--- src/rtl/pipe_hazard_ctrl_pkg.sv ---
// Shared definitions for the pipeline hazard sequencer: FSM state encoding and
// the PAUSE opcode used when decoding instruction words.
package pipe_hazard_ctrl_pkg;

    typedef enum logic [1:0] {
        ST_RUN    = 2'd0,
        ST_DRAIN  = 2'd1,
        ST_HOLD   = 2'd2,
        ST_RESUME = 2'd3
    } state_e;

    // FENCE-class major opcode; PAUSE is encoded within it.
    localparam logic [6:0] PAUSE_OP = 7'b0001111;

    function automatic logic is_pause_op(input logic [6:0] opcode);
        return opcode == PAUSE_OP;
    endfunction

endpackage

--- src/rtl/pipe_hazard_ctrl_hazard_detect.sv ---
// Load-use interlock compare: a load in E whose rd is read by the valid D instruction.
module hazard_detect #(
    parameter int unsigned REG_W = 5
) (
    input  logic             d_valid_i,
    input  logic [REG_W-1:0] d_rs1_i,
    input  logic [REG_W-1:0] d_rs2_i,
    input  logic             d_use_rs1_i,
    input  logic             d_use_rs2_i,
    input  logic             e_memtoreg_i,
    input  logic             e_writesreg_i,
    input  logic [REG_W-1:0] e_rd_i,
    output logic             load_use_o
);

    logic rs1_hit;
    logic rs2_hit;

    always_comb begin
        rs1_hit    = d_use_rs1_i && (d_rs1_i == e_rd_i);
        rs2_hit    = d_use_rs2_i && (d_rs2_i == e_rd_i);
        // x0 is hardwired zero, so a load targeting it never creates a dependency.
        load_use_o = e_memtoreg_i && e_writesreg_i && (e_rd_i != '0) &&
                     d_valid_i && (rs1_hit || rs2_hit);
    end

endmodule

--- src/rtl/pipe_hazard_ctrl.sv ---
// Stall/flush sequencer for the 5-stage pipeline: load-use interlock, jump flush,
// and the PAUSE drain-and-hold sequence.
module pipe_hazard_ctrl
    import pipe_hazard_ctrl_pkg::*;
#(
    parameter int unsigned HOLD_CYCLES = 4,
    parameter int unsigned REG_W       = 5
) (
    input  logic             clk,
    input  logic             reset,
    input  logic             d_valid,
    input  logic             d_pause,
    input  logic [REG_W-1:0] d_rs1,
    input  logic [REG_W-1:0] d_rs2,
    input  logic             d_use_rs1,
    input  logic             d_use_rs2,
    input  logic             e_memtoreg,
    input  logic             e_writesreg,
    input  logic [REG_W-1:0] e_rd,
    input  logic             e_jump,
    output logic             stall_f,
    output logic             stall_d,
    output logic             flush_d,
    output logic             flush_e,
    output logic             pause_busy
);

    localparam int unsigned CNT_W = (HOLD_CYCLES > 1) ? $clog2(HOLD_CYCLES) : 1;

    state_e           state_q, state_d;
    logic [CNT_W-1:0] cnt_q, cnt_d;
    logic             v_e_q, v_m_q, v_w_q;
    logic             load_use;
    logic             sf, sd, fd, fe;

    hazard_detect #(.REG_W(REG_W)) u_hazard_detect (
        .d_valid_i     (d_valid),
        .d_rs1_i       (d_rs1),
        .d_rs2_i       (d_rs2),
        .d_use_rs1_i   (d_use_rs1),
        .d_use_rs2_i   (d_use_rs2),
        .e_memtoreg_i  (e_memtoreg),
        .e_writesreg_i (e_writesreg),
        .e_rd_i        (e_rd),
        .load_use_o    (load_use)
    );

    always_comb begin
        state_d = state_q;
        cnt_d   = cnt_q;
        sf      = 1'b0;
        sd      = 1'b0;
        fd      = 1'b0;
        fe      = 1'b0;
        unique case (state_q)
            ST_RUN: begin
                if (e_jump) begin
                    fd = 1'b1;
                    fe = 1'b1;
                end else if (load_use) begin
                    sf = 1'b1;
                    sd = 1'b1;
                    fe = 1'b1;
                end else if (d_valid && d_pause) begin
                    sf      = 1'b1;
                    sd      = 1'b1;
                    fe      = 1'b1;
                    state_d = ST_DRAIN;
                end
            end
            ST_DRAIN: begin
                // An older instruction redirecting squashes the PAUSE itself.
                if (e_jump) begin
                    fd      = 1'b1;
                    fe      = 1'b1;
                    state_d = ST_RUN;
                end else begin
                    sf = 1'b1;
                    sd = 1'b1;
                    fe = 1'b1;
                    if (!(v_e_q || v_m_q || v_w_q)) begin
                        state_d = ST_HOLD;
                        cnt_d   = CNT_W'(HOLD_CYCLES - 1);
                    end
                end
            end
            ST_HOLD: begin
                sf = 1'b1;
                sd = 1'b1;
                fe = 1'b1;
                if (cnt_q == '0) begin
                    state_d = ST_RESUME;
                end else begin
                    cnt_d = cnt_q - CNT_W'(1);
                end
            end
            ST_RESUME: begin
                fe      = 1'b1;
                state_d = ST_RUN;
            end
            default: state_d = ST_RUN;
        endcase
    end

    always_comb begin
        stall_f    = sf && !reset;
        stall_d    = sd && !reset;
        flush_d    = fd && !reset;
        flush_e    = fe && !reset;
        pause_busy = (state_q != ST_RUN);
    end

    always_ff @(posedge clk) begin
        if (reset) begin
            state_q <= ST_RUN;
            cnt_q   <= '0;
            v_e_q   <= 1'b0;
            v_m_q   <= 1'b0;
            v_w_q   <= 1'b0;
        end else begin
            state_q <= state_d;
            cnt_q   <= cnt_d;
            v_e_q   <= d_valid && !fe && !sd;
            v_m_q   <= v_e_q;
            v_w_q   <= v_m_q;
        end
    end

endmodule

--- config.mk ---
export PLATFORM = sky130hd
export DESIGN_NAME = pipe_hazard_ctrl
export DESIGN_NICKNAME = d
export VERILOG_FILES = /design/src/rtl/pipe_hazard_ctrl_pkg.sv /design/src/rtl/pipe_hazard_ctrl_hazard_detect.sv /design/src/rtl/pipe_hazard_ctrl.sv
export SDC_FILE = /design/constraint.sdc
export NUM_CORES = 1
export LEC_CHECK = 0
export ABC_CLOCK_PERIOD_IN_PS = 1900
export CAP_MARGIN = 25
export CORE_MARGIN = 2
export CORE_UTILIZATION = 40
export CTS_CLUSTER_DIAMETER = 50
export DETAILED_ROUTE_END_ITERATION = 8
export DONT_BUFFER_PORTS = 1
export GPL_TIMING_DRIVEN = 0
export PLACE_DENSITY = 0.68
export SYNTH_ARGS = -nofsm -noshare
export SYNTH_HDL_FRONTEND = slang
export SYNTH_SLANG_ARGS = --single-unit
export TNS_END_PERCENT = 100
--- constraint.sdc ---
create_clock -name clk -period 1.9 [get_ports clk]
set_input_delay 0.38 -clock clk [delete_from_list [all_inputs] [get_ports clk]]
set_output_delay 0.38 -clock clk [all_outputs]
set_load 0.005 [all_outputs]
Word level (Yosys, flattened, before mapping)
Index checks and enable logic that the tools add are counted.

Register bits after elaboration: 7. Output and inout port bits: 5.

Eq/ne operators: 13. Reduce and logical (&&, ||, !) cells: 27. $add $sub $neg: 1. Multiplexer cells: 20.

Operators with widths (number): 2-bit two-way mux (9); 2-bit inequality test, second input constant (7); 1-bit logical AND (12); 5-bit == test (2); 2-bit one-hot mux with 4 select lines (1); 1-bit two-way mux (7); 5-bit AND reduction (1); 5-bit nonzero test (1); 2-bit == test, second input constant (2); 2-bit logical NOT (2); 2-bit one-hot mux with 2 select lines (1); 4-bit AND reduction (1); 2-bit nonzero test (2); 1-bit logical NOT (3); 1-bit logical OR (3); 3-bit inequality test, second input constant (1); 1-bit one-hot mux with 3 select lines (1); 3-bit OR reduction (1); 2-bit by 1-bit == test with 1-bit output, second input constant (1); 1-bit one-hot mux with 2 select lines (1); 2-bit OR reduction (1); 2-bit by 1-bit subtractor with 2-bit output, second input constant (1).

Longest topological paths before layout
Gate-level depths: netlist (run 1).

Depth in word-level cells: 10. Depth in mapped cells: 6. Mapped depth without buffers: 6.

By module
From an unflattened synthesis (run 1), not the netlist that was laid out.

Cell total of the unflattened synthesis: 55. Area, all modules: 481.7 um^2.

Modules (own cells, without submodules): pipe_hazard_ctrl (area an instance 350.3 um^2, cells an instance 38, instances 1); hazard_detect (area an instance 131.4 um^2, cells an instance 17, instances 1).

Worst setup path before layout (run 1)
Ideal clock, no wire load.

Path type: input to output. Start: input port e_rd[0]. End: output port stall_f. Stages: 5. Setup slack: 0.031 ns. Arrival: 1.489 ns. Data required time: 1.520 ns. Cells stage by stage: or4_4 > o2111ai_4 > a211o_2 > a21oi_1 > buf_4.

Cells in the longest elaborated chain, start to end: 8. Elaborated cells between the ends (all ways): 13.

Ends and longest elaborated chain: start, declared (line pipe_hazard_ctrl.sv:19) `input logic [REG_W-1:0] e_rd,`; 5-bit == test, or another cell as far along (line pipe_hazard_ctrl_hazard_detect.sv:20) `rs1_hit = d_use_rs1_i && (d_rs1_i == e_rd_i);`; 1-bit logical AND, on equally long branches (line pipe_hazard_ctrl_hazard_detect.sv:20, pipe_hazard_ctrl_hazard_detect.sv:21, pipe_hazard_ctrl_hazard_detect.sv:23); 1-bit logical OR / 1-bit logical AND (equally long branches) (line pipe_hazard_ctrl_hazard_detect.sv:24, pipe_hazard_ctrl_hazard_detect.sv:23); 1-bit logical AND (*) (line pipe_hazard_ctrl_hazard_detect.sv:24) `d_valid_i && (rs1_hit || rs2_hit);`; 1-bit two-way mux (*) (2 in series); 1-bit one-hot mux with 3 select lines (*); 1-bit logical AND (*); end, declared (line pipe_hazard_ctrl.sv:21) `output logic stall_f,`.

Every way passes the cells marked *; elsewhere a longest branch is shown, timed or not.

Worst setup path after layout (run 1)
Same ends and word-level chain as after synthesis.

==> impl_results.md, run 1 <==
* Post-synth EDFFs at 0
* Worst EP arrival at 1.51 ns
* Die area at 1696 µm²
* Core Footprint at 1301 µm²
* Leakage at 0.2352 nW
* Final worst slack at 0.01145 ns
* First-pass GRT wire length at 1759 µm
* Hpwl dp at 838.4 µm
* Layout cells sized above 1 at 0.3016
* Detailed-route via count at 461
* Maximum fanout along the worst path at 3
* Insertion delay to the later sink of the worst-skew pair at 0.25 ns
* Placed cells at 73
* Nets at 89
* Antenna violations before repair at 0
* Number of remaining DRC errors at 0
* Synthesized flop and latch total at 7
* Clk sinks at 7
* Reg-to-Reg Start: cnt_q[0]
* Synth Cell Area at 553.0 µm²
* Number of max-cap violations at 0
* Synth top area share at 0.2534
* Post-CTS Hold Buffers at 0
* VDD IR-drop max at 0.2843 mV
* Share of the yosys chip area belonging to registers at 0.2534
* CTS tree: yes
* Hold Crit Endpoint: v_e_q
* Ys Warns at 0
* RSZ-0062 raised after global routing: true
* R2r setup slk at 0.30 ns
* Reg clk slew, reported paths at 0.05 ns
* Diodes inserted at 0
* Ys flop type: dfxtp_1
* Hold path start: d_pause
* Mapped Avg Cell Area at 9.535 µm²
* Crit path time final at 1.889 ns
* Largest net degree at the start of global routing at 11
* DR vias/cell at 5.910
* Reg-to-reg endpoint: state_q[0]
* Htree depth at 1
* Cell accounting for the most synthesized area: dfxtp_1
* Pwr dens at 592.7 nW/µm²
* Routed Wire Length at 1078 µm
* Die Ht at 41.19 µm
* Period utilization at 0.9940
* Final setup violation count at 0
* GP Congestion at 0.6971
* Slew headroom at 0.6885
* Clock Skew at 0.004882 ns
* Antenna Nets Post-Route at 0
* Die width at 41.19 µm
* WL/cell at 13.82 µm
* GRT Overall Usage at 0.1616
* HP Class: in2reg
* Crit end category: output port
* Inserted Clock Buffers at 3
* Synth unique cells at 29
* Type of the worst setup path: in2out
* Syn_nets at 83
* FP Rows at 13
* Total power draw at 369.3 µW
* Worst Hold Path Cells at 2
* Status: finished clean
* Max-slew violation count at 0
* DP Worst Slack at -0.01812 ns
* First-pass DRT Iterations at 3
* Vias in the first global route at 444
* Worst R2R Path Depth at 6
* Startpoint types: primary input
* Root buffer cell: clkbuf_4
* Max Freq at 0.5295 GHz
* Fin Hold WS at 0.2904 ns
* Initial DRC count at 8
* Post-synth ARST share at 0
* Synth top area cells: dfxtp_1 25%, xor2_1 13%, o2111ai_4 4.8%
* Worst-Margin Slew at 0.4673 ns
* Cells after Synth at 58
* Data required, critical path at 1.52 ns
* Initial Util at 0.4250
* Congestion Overflow GR at 0
* Io pins at 29
* P&R area growth vs syn at 12.67%
* Clk buf depth at 2
* Fin. Hold Viols at 0
* Post-Layout Cell Count at 78
* IO buf count at 0
[worst max path at each step]
stage / from / end
after floorplan: e_rd[0] / stall_f
after global placement: e_rd[0] / stall_f
after detailed placement: e_rd[0] / stall_f
after CTS: register / stall_f
after global routing: e_rd[0] / stall_f
final: e_rd[0] / stall_f
[metal layers]
metal,wire [µm],track usage,vias to the layer above
li1,-,-,224
met1,447,0.1715,225
met2,563,0.2617,12
met3,67,0.09239,0
met4,0,0.06452,0
met5,0,0,-
[repair_timing]
item	CTS	global route
pin swaps	0	1
setup endpoints to repair	2	2
resized for setup	5	1
setup buffers	1	1
cloned	0	0
[through the flow]
stage               TNS [ns]  utilization  cell area [µm²]
detailed placement  -0.01812       0.4394            571.8
finish                     0       0.4788            623.1
floorplan                  0            -            553.0
global route        -0.03391       0.4788            623.1
global placement    -0.01565       0.4394            571.8
CTS                 -0.02146       0.4798            624.3
[cells in the mapped netlist, types with 2 or more instances]
library cell,instances
xor2_1,8
xnor2_1,2
a211oi_1,3
nor3b_1,3
nor2_1,2
dfxtp_1,7
a32oi_1,2
a21oi_1,3
inv_1,3
nor2b_1,4
nor3_1,2
nor4_1,2
[final cells by class]
type	instances	area, µm²
timing repair buffer	2	15.01
clock inverter	1	5.005
inverter	3	11.26
multi-input combinational	45	397.9
clock buffer	3	22.52
sequential	7	141.4
fill	139	678.2
buffer	2	11.26
tap	15	18.77
[critical path: stages]
cell and delay, ns:
or4_4 0.53, o2111ai_4 0.23, a211o_2 0.17, a21oi_2 0.04, buf_4 0.15
[power by group]
| group | leakage [nW] | internal (mW) | switching, mW |
|---|---|---|---|
| Clock | 0.0177 | 0.0767 | 0.0539 |
| Combinational | 0.160 | 0.0438 | 0.0343 |
| Sequential | 0.0573 | 0.154 | 0.00704 |
[cell usage in the layout (no fill, tap or decap), types with 2 or more instances in the layout]
master and count:
a211oi_1 2, a21oi_1 2, a32oi_1 2, buf_4 3
clkbuf_4 3, dfxtp_1 6, inv_1 3, nor2_1 2
nor2b_1 4, nor3_1 2, nor3b_1 3, nor4_1 2
xnor2_1 2, xor2_1 8
[cells by family (layout without fill, tap and decap cells)]
kind of cell / Yosys count / in the layout / synth area share
mux: 1 / 1 / 0.02036
fa+ha+maj: 1 / 1 / 0.02262
simple gates: 19 / 19 / 0.2511
buf+inv: 6 / 11 / 0.04976
compound gates: 14 / 14 / 0.2443
xor+xnor: 10 / 10 / 0.1584
flops: 7 / 7 / 0.2534
Power figures use the tool's default switching activity.
==> inputs of run 2 (changes only) <==
--- a/config.mk
+++ b/config.mk
@@ -7,14 +7,15 @@
 export LEC_CHECK = 0
 export ABC_CLOCK_PERIOD_IN_PS = 1900
 export CAP_MARGIN = 25
-export CORE_MARGIN = 2
-export CORE_UTILIZATION = 40
+export CORE_AREA = 2 2 39 41
 export CTS_CLUSTER_DIAMETER = 50
 export DETAILED_ROUTE_END_ITERATION = 8
+export DIE_AREA = 0 0 41 43
 export DONT_BUFFER_PORTS = 1
 export GPL_TIMING_DRIVEN = 0
-export PLACE_DENSITY = 0.68
+export PLACE_DENSITY = 0.64
 export SYNTH_ARGS = -nofsm -noshare
 export SYNTH_HDL_FRONTEND = slang
+export SYNTH_HIERARCHICAL = 1
 export SYNTH_SLANG_ARGS = --single-unit
 export TNS_END_PERCENT = 100
==> run 2 against run 1 <==
  * Final cell count fell by 3.8%
  * The flow now finishes with violations (negative setup slack)
  * Fmax fell by 13%
  * Die area rose by 3.9%
  * Register-to-register slack improved by 0.28 ns
==> impl_results.md, run 2 <==
* Layout cells sized above 1 at 0.2881 (-0.01345)
* DP Worst Slack at -0.2708 ns (-0.2527 ns)
* Crit end category: output port
* GRT Overall Usage at 0.1368 (-0.02483)
* Mapped Avg Cell Area at 8.758 µm² (-8.1%)
* Pwr dens at 674.0 nW/µm² (+14%)
* Post-CTS Hold Buffers at 0 (unchanged)
* Most common cell in the netlist: xor2_1
* Detailed-route via count at 410 (-11%)
* Hpwl dp at 761.2 µm (-9.2%)
* CP startpoint: e_rd[1]
* Synth cell count leaders: 8 x xor2_1, 7 x dfxtp_1, 5 x a21oi_1, 4 x nor2_1, 3 x nand3_1
* Final worst slack at -0.2733 ns (-0.2848 ns)
* Share of the yosys chip area belonging to registers at 0.2909 (+0.03752)
* Period utilization at 1.144 (+0.1499)
* Syn_nets at 80 (-3.6%)
* Antenna violations before repair at 0 (unchanged)
* Diodes inserted at 0 (unchanged)
* Reg clk slew, reported paths at 0.05 ns (about the same)
* Number of remaining DRC errors at 0 (unchanged)
* Cell repeated most along the worst path: a21oi_2
* Post-synth EDFFs at 0 (unchanged)
* Nets at 85 (-4.5%)
* Cell accounting for the most synthesized area: dfxtp_1
* Synth top area cells: dfxtp_1 29%, xor2_1 15%, a21oi_1 5.2%
* Worst R2R Path Depth at 3 (-3)
* Worst EP arrival at 1.79 ns (+0.28 ns)
* Crit path time final at 2.173 ns (+0.2848 ns)
* First-pass GRT wire length at 1552 µm (-12%)
* P&R area growth vs syn at 16.10%
* Io pins at 29 (unchanged)
* Largest net degree at the start of global routing at 11 (unchanged)
* Core Footprint at 1384 µm² (+6.3%)
* Die width at 41 µm (-0.45%)
* Number of max-cap violations at 0 (unchanged)
* Power share of the clock group at 0.371 (+0.017)
* Worst Hold Path Cells at 1 (-1)
* Antenna Nets Post-Route at 0 (unchanged)
* Combinational power share at 0.191 (-0.020)
* Reg-to-reg endpoint: state_q[0]
* Leakage at 0.1878 nW (-20%)
* Die area at 1763 µm² (+3.9%)
* R2r setup slk at 0.58 ns (+0.28 ns)
* Final setup violation count at 2 (+2)
* Setup TNS at -0.4141 ns (-0.4141 ns)
* Post-synth ARST share at 0 (unchanged)
* Inserted Clock Buffers at 3 (unchanged)
* Clk buf depth at 2 (unchanged)
* Hold path start: d_pause
* Number of cells on the critical path at 8 (+3)
* Routed Wire Length at 969 µm (-10%)
* VDD IR-drop max at 0.3571 mV (+26%)
* Post-CTS setup buffers at 0 (-1)
* HP Class: in2reg
* Initial DRC count at 13 (+5)
* FP Rows at 14 (+1)
* CP max stage delay at 0.31 ns (-0.22 ns)
* Type of the worst setup path: in2out
* Cells after Synth at 55 (-5.2%)
* Ys flop type: dfxtp_1
* Commonest cells after routing, fill and taps aside: 7 x dfxtp_1, 7 x xor2_1, 4 x nor2_1
* Status: finished with violations
* Maximum fanout along the worst path at 3 (unchanged)
* Startpoint types: primary input
* Slew headroom at 0.8018 (+0.1133)
* CP delay by family, top: compound AO/OA/AOI/OAI gates
* Flop pwr share at 0.438 (+0.003)
* Vias in the first global route at 402 (-9.5%)
* Clock Skew at 0.005370 ns (+0.0004879 ns)
* Insertion delay to the later sink of the worst-skew pair at 0.26 ns (about the same)
* Clk sinks at 7 (unchanged)
* Ys Warns at 6 (+6)
* Fin. Hold Viols at 0 (unchanged)
* GP Congestion at 0.6352 (-8.9%)
* Synth top area share at 0.2909 (+0.03752)
* First-pass DRT Iterations at 4 (+1)
* CTS tree: yes
* Worst Path Buf+Inv at 1 (unchanged)
* Slowest cell on the critical path: a211o_2
* Hold Crit Endpoint: v_e_q
* Sw Share at 0.2716 (+0.01368)
* DR vias/cell at 5.467 (-7.5%)
* WL/cell at 12.92 µm (-6.5%)
* Data required, critical path at 1.52 ns (about the same)
* Synth unique cells at 29 (unchanged)
* IO buf count at 0 (unchanged)
* Die Ht at 43 µm (+4.4%)
* Int Power at 274.6 µW (+0.20%)
* Total power draw at 377.0 µW (+2.1%)
* Initial Util at 0.3481 (-0.07690)
* Congestion Overflow GR at 0 (unchanged)
* Max Freq at 0.4601 GHz (-13%)
* Failing checks: negative setup slack
* Crit-path cells: xor2_1 -> nor4_1 -> nand3_1 -> a21oi_2 -> nor2_1 -> a211o_2 -> a21oi_2 -> buf_4
* Synthesized flop and latch total at 7 (unchanged)
* Max-slew violation count at 0 (unchanged)
* Switching power at 102.4 µW (+7.5%)
* Utilization after layout at 0.4042 (-0.07469)
* Synth Cell Area at 481.7 µm² (-13%)
* Root buffer cell: clkbuf_4
* RSZ-0062 raised after global routing: true
* Worst-Margin Slew at 0.2969 ns (-0.1704 ns)
* Htree depth at 1 (unchanged)
-- run 2: changes by cell type after synthesis, moves of 2 or more --
cell | previous run | this run
nor2_1 | 2 | 4
nor2b_1 | 4 | 2
nor3b_1 | 3 | 1
a21oi_1 | 3 | 5
a32oi_1 | 2 | 0
nand3_1 | 0 | 3
a211oi_1 | 3 | 0
-- run 2: layout make-up --
class | count | area [µm²]
buffer | 2 | 12.51
clock buffer | 4 | 26.28
fill | 150 | 824.5
inverter | 2 | 7.507
multi-input combinational | 44 | 352.8
sequential | 7 | 140.1
tap | 16 | 20.02
-- run 2: logic make-up after synthesis --
| group | after synthesis | share of synthesized area |
|---|---|---|
| AOI/OAI and AO/OA | 12 | 0.1740 |
| xor gates and xnor gates | 10 | 0.1818 |
| adders and majority gates | 1 | 0.02597 |
| buffers and inverters | 4 | 0.04156 |
| DFF | 7 | 0.2909 |
| and+or+nand+nor | 21 | 0.2857 |
-- run 2: routing by layer --
metal | vias to the layer above | share of wire | global-route usage
met2 | 14 | 0.48 | 0.2031
met3 | 3 | 0.11 | 0.09424
li1 | 206 | - | -
met5 | - | 0 | 0
met1 | 187 | 0.39 | 0.1424
met4 | 0 | 0.017 | 0.06000
-- run 2: worst max path at each step --
stage	to	slack, ns
after global routing	stall_f	-0.36
after detailed placement	stall_f	-0.27
after CTS	stall_f	-0.27
after floorplan	stall_f	-0.15
final	stall_f	-0.27
after global placement	stall_f	-0.28
-- run 2: repair_timing --
item                                    CTS  global route
endpoints found under the setup margin    2             3
hold endpoints to repair                  0             0
pin swaps                                 0             2
resized for setup                         0             2
-- run 2: per-stage QoR --
stage | cell area, µm² | cells | hold WS, ns
finish | 559.3 | 75 | 0.1874
global route | 559.3 | 75 | 0.1625
CTS | 545.5 | 75 | 0.1791
detailed placement | 519.2 | 71 | 0.4582
global placement | 519.2 | 71 | 0.4536
floorplan | 499.2 | 55 | 0.4395
-- run 2: worst register-to-register path, delay by kind of cell, from the launching register on --
family / cells / cell delay, ns
compound gates: 2 / 0.34
flops: 1 / 0.36
simple gates: 1 / 0.56
-- run 2: power groups by stage --
stage	sequential, mW	combinational (mW)	clock [mW]
finish	0.165	0.0719	0.140
CTS	0.165	0.0703	0.147
global route	0.166	0.0811	0.166
global placement	0.168	0.0687	0
floorplan	0.166	0.0617	0
detailed placement	0.168	0.0695	0
